===== src/rtl/alu_arbiter.sv =====
// alu_arbiter
//   Two-requester front end for a single shared ALU. At most one operation is
//   outstanding. A request is captured, issued to the ALU, and the ALU result
//   is held for the requester that owns it until that requester takes it.
//   On a tie the requester that did not complete last wins.
//
// Ports
//   clk, rst_n                     clock, async active-low reset
//   i_reqN_{a,b,op,signed,valid}   requester N operands + request valid (N=0,1)
//   o_reqN_ready                   request accept, only in IDLE for the granted side
//   o_resN_{result,error,valid}    result to requester N, i_resN_ready takes it
//   o_alu_input_*                  registered operands toward the ALU
//   i_alu_result*, o_alu_result_ready  ALU result handshake
//   i_abort                        cancel the in-flight operation
//   o_busy, o_owner                not-IDLE flag, index of the current owner
module alu_arbiter #(
  parameter int DATA_WIDTH = 16
) (
  input  logic                  clk,
  input  logic                  rst_n,
  input  logic [DATA_WIDTH-1:0] i_req0_a,
  input  logic [DATA_WIDTH-1:0] i_req0_b,
  input  logic [1:0]            i_req0_op,
  input  logic                  i_req0_signed,
  input  logic                  i_req0_valid,
  output logic                  o_req0_ready,
  input  logic [DATA_WIDTH-1:0] i_req1_a,
  input  logic [DATA_WIDTH-1:0] i_req1_b,
  input  logic [1:0]            i_req1_op,
  input  logic                  i_req1_signed,
  input  logic                  i_req1_valid,
  output logic                  o_req1_ready,
  output logic [DATA_WIDTH-1:0] o_res0_result,
  output logic                  o_res0_error,
  output logic                  o_res0_valid,
  input  logic                  i_res0_ready,
  output logic [DATA_WIDTH-1:0] o_res1_result,
  output logic                  o_res1_error,
  output logic                  o_res1_valid,
  input  logic                  i_res1_ready,
  output logic [DATA_WIDTH-1:0] o_alu_input_a,
  output logic [DATA_WIDTH-1:0] o_alu_input_b,
  output logic [1:0]            o_alu_input_op,
  output logic                  o_alu_input_signed,
  output logic                  o_alu_input_valid,
  input  logic                  i_alu_input_ready,
  input  logic [DATA_WIDTH-1:0] i_alu_result,
  input  logic                  i_alu_error,
  input  logic                  i_alu_result_valid,
  output logic                  o_alu_result_ready,
  input  logic                  i_abort,
  output logic                  o_busy,
  output logic                  o_owner
);

  typedef enum logic [2:0] {IDLE, ISSUE, WAIT, RETURN, DRAIN} state_t;

  typedef struct packed {
    logic [DATA_WIDTH-1:0] a;
    logic [DATA_WIDTH-1:0] b;
    logic [1:0]            op;
    logic                  sgn;
  } req_t;

  typedef struct packed {
    logic [DATA_WIDTH-1:0] result;
    logic                  error;
  } rsp_t;

  state_t     state, state_nxt;
  req_t       req_q, req_d;
  rsp_t       rsp_q, rsp_d;
  logic       owner_q, owner_d;
  logic       last_q, last_d;
  req_t [1:0] req_in;
  logic [1:0] req_vld, req_rdy, res_rdy, res_vld;
  logic       grant, alu_in_vld, alu_res_rdy;

  assign req_in[0] = '{a: i_req0_a, b: i_req0_b, op: i_req0_op, sgn: i_req0_signed};
  assign req_in[1] = '{a: i_req1_a, b: i_req1_b, op: i_req1_op, sgn: i_req1_signed};
  assign req_vld   = {i_req1_valid, i_req0_valid};
  assign res_rdy   = {i_res1_ready, i_res0_ready};

  // Sole requester wins; on a tie the side that did not complete last wins.
  assign grant = (&req_vld) ? ~last_q : req_vld[1];

  always_comb begin
    state_nxt   = state;
    req_d       = req_q;
    rsp_d       = rsp_q;
    owner_d     = owner_q;
    last_d      = last_q;
    req_rdy     = '0;
    res_vld     = '0;
    alu_in_vld  = 1'b0;
    alu_res_rdy = 1'b0;
    case (state)
      IDLE: begin
        // Abort is ignored here; the grant still goes through.
        if (|req_vld) begin
          req_rdy[grant] = 1'b1;
          req_d          = req_in[grant];
          owner_d        = grant;
          state_nxt      = ISSUE;
        end
      end
      ISSUE: begin
        alu_in_vld = 1'b1;
        // A handshake in the abort cycle means the ALU owns the op: drain it.
        if (i_alu_input_ready) state_nxt = i_abort ? DRAIN : WAIT;
        else if (i_abort)      state_nxt = IDLE;
      end
      WAIT: begin
        alu_res_rdy = 1'b1;
        if (i_abort) begin
          state_nxt = i_alu_result_valid ? IDLE : DRAIN;
        end else if (i_alu_result_valid) begin
          rsp_d     = '{result: i_alu_result, error: i_alu_error};
          state_nxt = RETURN;
        end
      end
      RETURN: begin
        // Abort masks the valid so a result is never seen as delivered.
        if (i_abort) begin
          state_nxt = IDLE;
        end else begin
          res_vld[owner_q] = 1'b1;
          if (res_rdy[owner_q]) begin
            last_d    = owner_q;
            state_nxt = IDLE;
          end
        end
      end
      DRAIN: begin
        alu_res_rdy = 1'b1;
        if (i_alu_result_valid) state_nxt = IDLE;
      end
      default: state_nxt = IDLE;
    endcase
  end

  always_ff @(posedge clk or negedge rst_n) begin
    if (!rst_n) begin
      state   <= IDLE;
      req_q   <= '0;
      rsp_q   <= '0;
      owner_q <= 1'b0;
      last_q  <= 1'b1;
    end else begin
      state   <= state_nxt;
      req_q   <= req_d;
      rsp_q   <= rsp_d;
      owner_q <= owner_d;
      last_q  <= last_d;
    end
  end

  assign o_req0_ready       = req_rdy[0];
  assign o_req1_ready       = req_rdy[1];
  assign o_alu_input_a      = req_q.a;
  assign o_alu_input_b      = req_q.b;
  assign o_alu_input_op     = req_q.op;
  assign o_alu_input_signed = req_q.sgn;
  assign o_alu_input_valid  = alu_in_vld;
  assign o_alu_result_ready = alu_res_rdy;
  assign o_res0_result      = rsp_q.result;
  assign o_res0_error       = rsp_q.error;
  assign o_res0_valid       = res_vld[0];
  assign o_res1_result      = rsp_q.result;
  assign o_res1_error       = rsp_q.error;
  assign o_res1_valid       = res_vld[1];
  assign o_busy             = (state != IDLE);
  assign o_owner            = owner_q;

endmodule


===== config.mk =====
export PLATFORM = sky130hd
export DESIGN_NAME = alu_arbiter
export DESIGN_NICKNAME = d
export VERILOG_FILES = /design/src/rtl/alu_arbiter.sv
export SDC_FILE = /design/constraint.sdc
export NUM_CORES = 1
export LEC_CHECK = 0
export BUFFER_PORTS_ARGS = -buffer_cell sky130_fd_sc_hd__buf_2
export CAP_MARGIN = 5
export CORE_MARGIN = 8
export CORE_UTILIZATION = 36
export DETAILED_ROUTE_END_ITERATION = 16
export PLACE_DENSITY = 0.73
export SLEW_MARGIN = 30
export SYNTH_ARGS = -nofsm -noshare
export SYNTH_HDL_FRONTEND = slang
export SYNTH_SLANG_ARGS = --single-unit

===== constraint.sdc =====
create_clock -name clk -period 1.85 [get_ports clk]
set_clock_uncertainty 0.05 [all_clocks]
set_input_delay 0.0925 -clock clk [delete_from_list [all_inputs] [get_ports clk]]
set_output_delay 0.0925 -clock clk [all_outputs]
set_load 0.03 [all_outputs]

==> results.txt <==
Setup repair after global routing could not meet its margin everywhere. The congestion estimate from routability-driven global placement came to 0.777. The number of buffers created by CTS was 9; the total routed wirelength was 9.56 mm.

After detailed routing, the number of vias per cell comes to 4.89. For this block, wires on met1 add up to 3.54 mm. The first global-routing pass estimated 14.4 mm of wire. The area of the core was 7250 sq um. The leading area contributor after synthesis was sky130_fd_sc_hd__dfrtp_1. In the post-synthesis netlist, the cell with the most instances is sky130_fd_sc_hd__dfrtp_1. 173 I/O pins were placed.

The number of rows in the core area was 31; the routed wire length on met3 was 697 um. The post-layout total power is 7.89 mW. The type of element capturing the critical path was an output pin.

The met2 layer wire length in the routed design is 5.14 mm, and the CTS clock-pin slew for the worst setup and hold paths is 60 ps. The logs give 3 for the H-tree depth and 546 for the number of non-filler instances in the completed layout. In this run, synthesis produced a sequential element count of 57.

CTS saw 57 sinks. At the pin with the least slew margin, the transition time is 508 ps. TritonCTS built the clock tree.

The die is 103 um tall. Walking the worst path, the cells encountered are buf_6 -> nor4bb_4 -> buf_4 -> nor2b_1 -> buf_4. The share of the synthesized netlist area taken by xor and xnor gates works out to 0.325%.

The shortest clock period the worst path allows after layout came out at 1800 ps. First-pass iteration count of the detailed router: 4. The cell sitting at the root of the clock tree is a sky130_fd_sc_hd__clkbuf_8.

The number of antenna violations at the first check in global routing was 1. The maximum number of buffers from clock root to sink is 2. The post-route standard cell area excluding fillers is 4430 sq um.

From left edge to right edge, the die measures 103 um. The category of cells accounting for the largest share of critical-path delay was buffers and inverters. The fraction of the core area covered by cells at the end of the flow is 61.0%, and the highest cell delay on the worst timing path is 400 ps. VDD sags by at most 704 uV. The synthesized netlist devotes 13.6% of its cell area to simple gates. Detailed routing inserted a total of 2668 vias. Category of the most critical setup path: register to output pin. The tools report the total placed cells including tap cells as 468. The tools report the required time of the critical path as 1710 ps.

The tools report the setup TNS as 0 ps. Class of the tightest hold or removal check: input port to register. In this run the tightest slew margin relative to its limit is 66.1%.

For this run, the number of Yosys warnings is 0. The gate count of the mapped netlist was 216. In this run the worst path has a maximum fanout of 9. The proportion of register bits with asynchronous set or reset after synthesis was 100%; the peak clock frequency supported by timing was 557 MHz. The placed wire-length estimate was 6.54 mm; the number of pins exceeding their max-slew limit in the final report was 0. In this run the cell area of the synthesized design comes to 2700 sq um.

Once the floorplan was initialized, standard cells occupied 37.2% of the core. In this run the static leakage power is 2.22 nW. The share of cells above drive strength 1 was 51.1%; the placed instance area was 3590 sq um. The power density of the placed cells was 1780 nW/um^2. STA puts the critical path data arrival time at 1650 ps. STA classifies the critical path startpoint as a register.

In the synthesized netlist the dominant register cell turns out to be sky130_fd_sc_hd__dfrtp_1. In this run the most critical hold path is launched from i_req1_a[5]. Counting instances in the post-synthesis netlist gives the leading cell types as 56 x sky130_fd_sc_hd__dfrtp_1, 20 x sky130_fd_sc_hd__o221a_1, 20 x sky130_fd_sc_hd__or3_1. Global routing finished with a remaining overflow of 0. Of the synthesized area, sequential elements account for 52.9%.

The compound-cell area share of the yosys netlist was 16.9%; the count of buffers from port buffering was 172. Synthesized area per cell: 12.5 sq um. For this run, design rule violations remaining after detail routing come to 0.

The maximum number of pins on one net before global-route repair is 24, and the top cell type's share of synthesized area is 51.9%. The buffer and inverter count on the worst path is 3. The dominant cell type by count on the critical path was sky130_fd_sc_hd__buf_4.

The tool flagged a number of max-cap violations equal to 0. The netlist uses 37 different library cells. The highest metal layer used by the detailed router is met4. For this block, the initial DRC count from the detailed router was 101.

The number of nets in the synthesized netlist is 312. For the number of global-route vias before repair, the log shows 2837. The total routing resource utilization after global routing was 17.7%. The count of final setup violators came out at 0. The die outline area was 10500 sq um; the area growth from synthesis to layout was 64.1%. On the critical path, the stage with the largest delay is an instance of sky130_fd_sc_hd__dfrtp_1. Dividing the detail-routed wire length by the instance count gives 17.5 um. At the end of the flow, the number of nets in the layout was 537.

The origin of the worst setup path is state[0]$_DFFE_PN0P_. The layout has 617 filler cells. Measured against the total synthesized area, the mux share comes to 7.47%. After synthesis, the largest family of logic cells by area is compound AO/OA/AOI/OAI gates. The clock reaches the later pin of the worst-skew pair after 320 ps.

The worst path uses 97.0% of the clock period. Counting flops with a built-in enable in the synthesized netlist gives 0. The run finished with clean final reports. Hold violation count in the final report: 0.

The tools report the startpoint of the worst-slack reg-to-reg timing path as state[0]$_DFFE_PN0P_. Sorting the synthesized cells by area gives the leading types as sky130_fd_sc_hd__dfrtp_1 52%, sky130_fd_sc_hd__o221a_1 8.3%, sky130_fd_sc_hd__a221o_1 5.6%. The share of synthesized cell area in full adder, half adder and majority cells is 0%, and the antenna violation net count after detailed routing is 0.
per-layer routing:
layer	global-route usage, %	vias to the layer above
li1	-	1258
met1	19.5	1285
met2	31.7	109
met3	4.73	16
met4	7.11	0
met5	0	-
final timing paths:
check / end / depth (start not counted) / slack (ps)
worst min-delay path: o_alu_input_a[5]$_DFFE_PN0P_ / 3 / 50
worst min register to register: o_alu_input_a[13]$_DFFE_PN0P_ / 1 / 460
max in group asynchronous: o_alu_input_b[3]$_DFFE_PN0P_ / 3 / 880
worst max-delay path: o_res0_valid / 5 / 50
min in group asynchronous: o_alu_input_a[0]$_DFFE_PN0P_ / 2 / 220
worst max register to register: o_alu_input_b[0]$_DFFE_PN0P_ / 5 / 140
final cells by class:
| cell class | instances | area (sq um) | share of cell area [%] |
|---|---|---|---|
| inverter | 3 | 23.8 | 0.537 |
| clock inverter | 2 | 10.0 | 0.226 |
| timing repair buffer | 247 | 1610 | 36.3 |
| sequential | 57 | 1430 | 32.2 |
| tap | 99 | 124 | 2.80 |
| clock buffer | 14 | 183 | 4.13 |
| antenna | 1 | 2.50 | 0.0565 |
| multi-input combinational | 123 | 1050 | 23.7 |
registers in the layout (all words and copies together) (netlist names):
name                count
o_owner                 1
o_alu_input_b          16
o_res0_result          16
last_q                  1
o_alu_input_signed      1
o_res0_error            1
o_alu_input_op          2
state                   3
o_alu_input_a          16
worst min-delay path: stages:
cell and delay (ps):
sky130_fd_sc_hd__buf_2 70, sky130_fd_sc_hd__and3_1 130, sky130_fd_sc_hd__a221o_1 100
cells by family (layout without fill, tap and decap cells):
family                    Yosys count  after routing
DFF                                57             57
and+or+nand+nor                    57             57
AOI/OAI and AO/OA                  47             47
buffers and inverters              36            266
muxes                              18             18
xor gates and xnor gates            1              1
other                               0              1
what timing repair did:
action | CTS | global route
hold buffers | 56 | 0
buffers inserted | 1 | 4
gates resized for setup | 5 | 5
endpoints found under the hold margin | 73 | 0
pin swaps | 1 | 2
endpoints found under the setup margin | 3 | 3
report_power, final:
part           switching, mW  total (mW)  internal [mW]
Clock                  0.463        1.09          0.629
Sequential             0.386        2.25           1.86
Combinational           2.88        4.54           1.66
Total                   3.73        7.89           4.16
per-stage QoR:
step | worst slack [ps] | hold slack, ps
after floorplan | 50.3 | -253
after global placement | 155 | 33.9
after detailed placement | 114 | 38.1
after CTS | 2.59 | 28.9
after global routing | -43.4 | 34.3
final | 54.9 | 46.2
placed cells by master, fill, tap and decap left out, types with 2 or more instances in the layout:
cell type / count
sky130_fd_sc_hd__a21o_1: 2
sky130_fd_sc_hd__a21oi_1: 3
sky130_fd_sc_hd__a221o_1: 15
sky130_fd_sc_hd__and3_1: 15
sky130_fd_sc_hd__buf_12: 2
sky130_fd_sc_hd__buf_2: 169
sky130_fd_sc_hd__buf_4: 17
sky130_fd_sc_hd__buf_6: 3
sky130_fd_sc_hd__clkbuf_8: 13
sky130_fd_sc_hd__clkinv_2: 2
sky130_fd_sc_hd__dfrtp_1: 56
sky130_fd_sc_hd__dlygate4sd3_1: 56
sky130_fd_sc_hd__mux2_1: 4
sky130_fd_sc_hd__mux2_2: 13
sky130_fd_sc_hd__nand2_1: 2
sky130_fd_sc_hd__nand3b_1: 2
sky130_fd_sc_hd__nor2_1: 7
sky130_fd_sc_hd__nor3_4: 2
sky130_fd_sc_hd__o21ai_0: 2
sky130_fd_sc_hd__o221a_1: 20
sky130_fd_sc_hd__or3_1: 20
No activity file was read; power rests on OpenSTA's default activity.
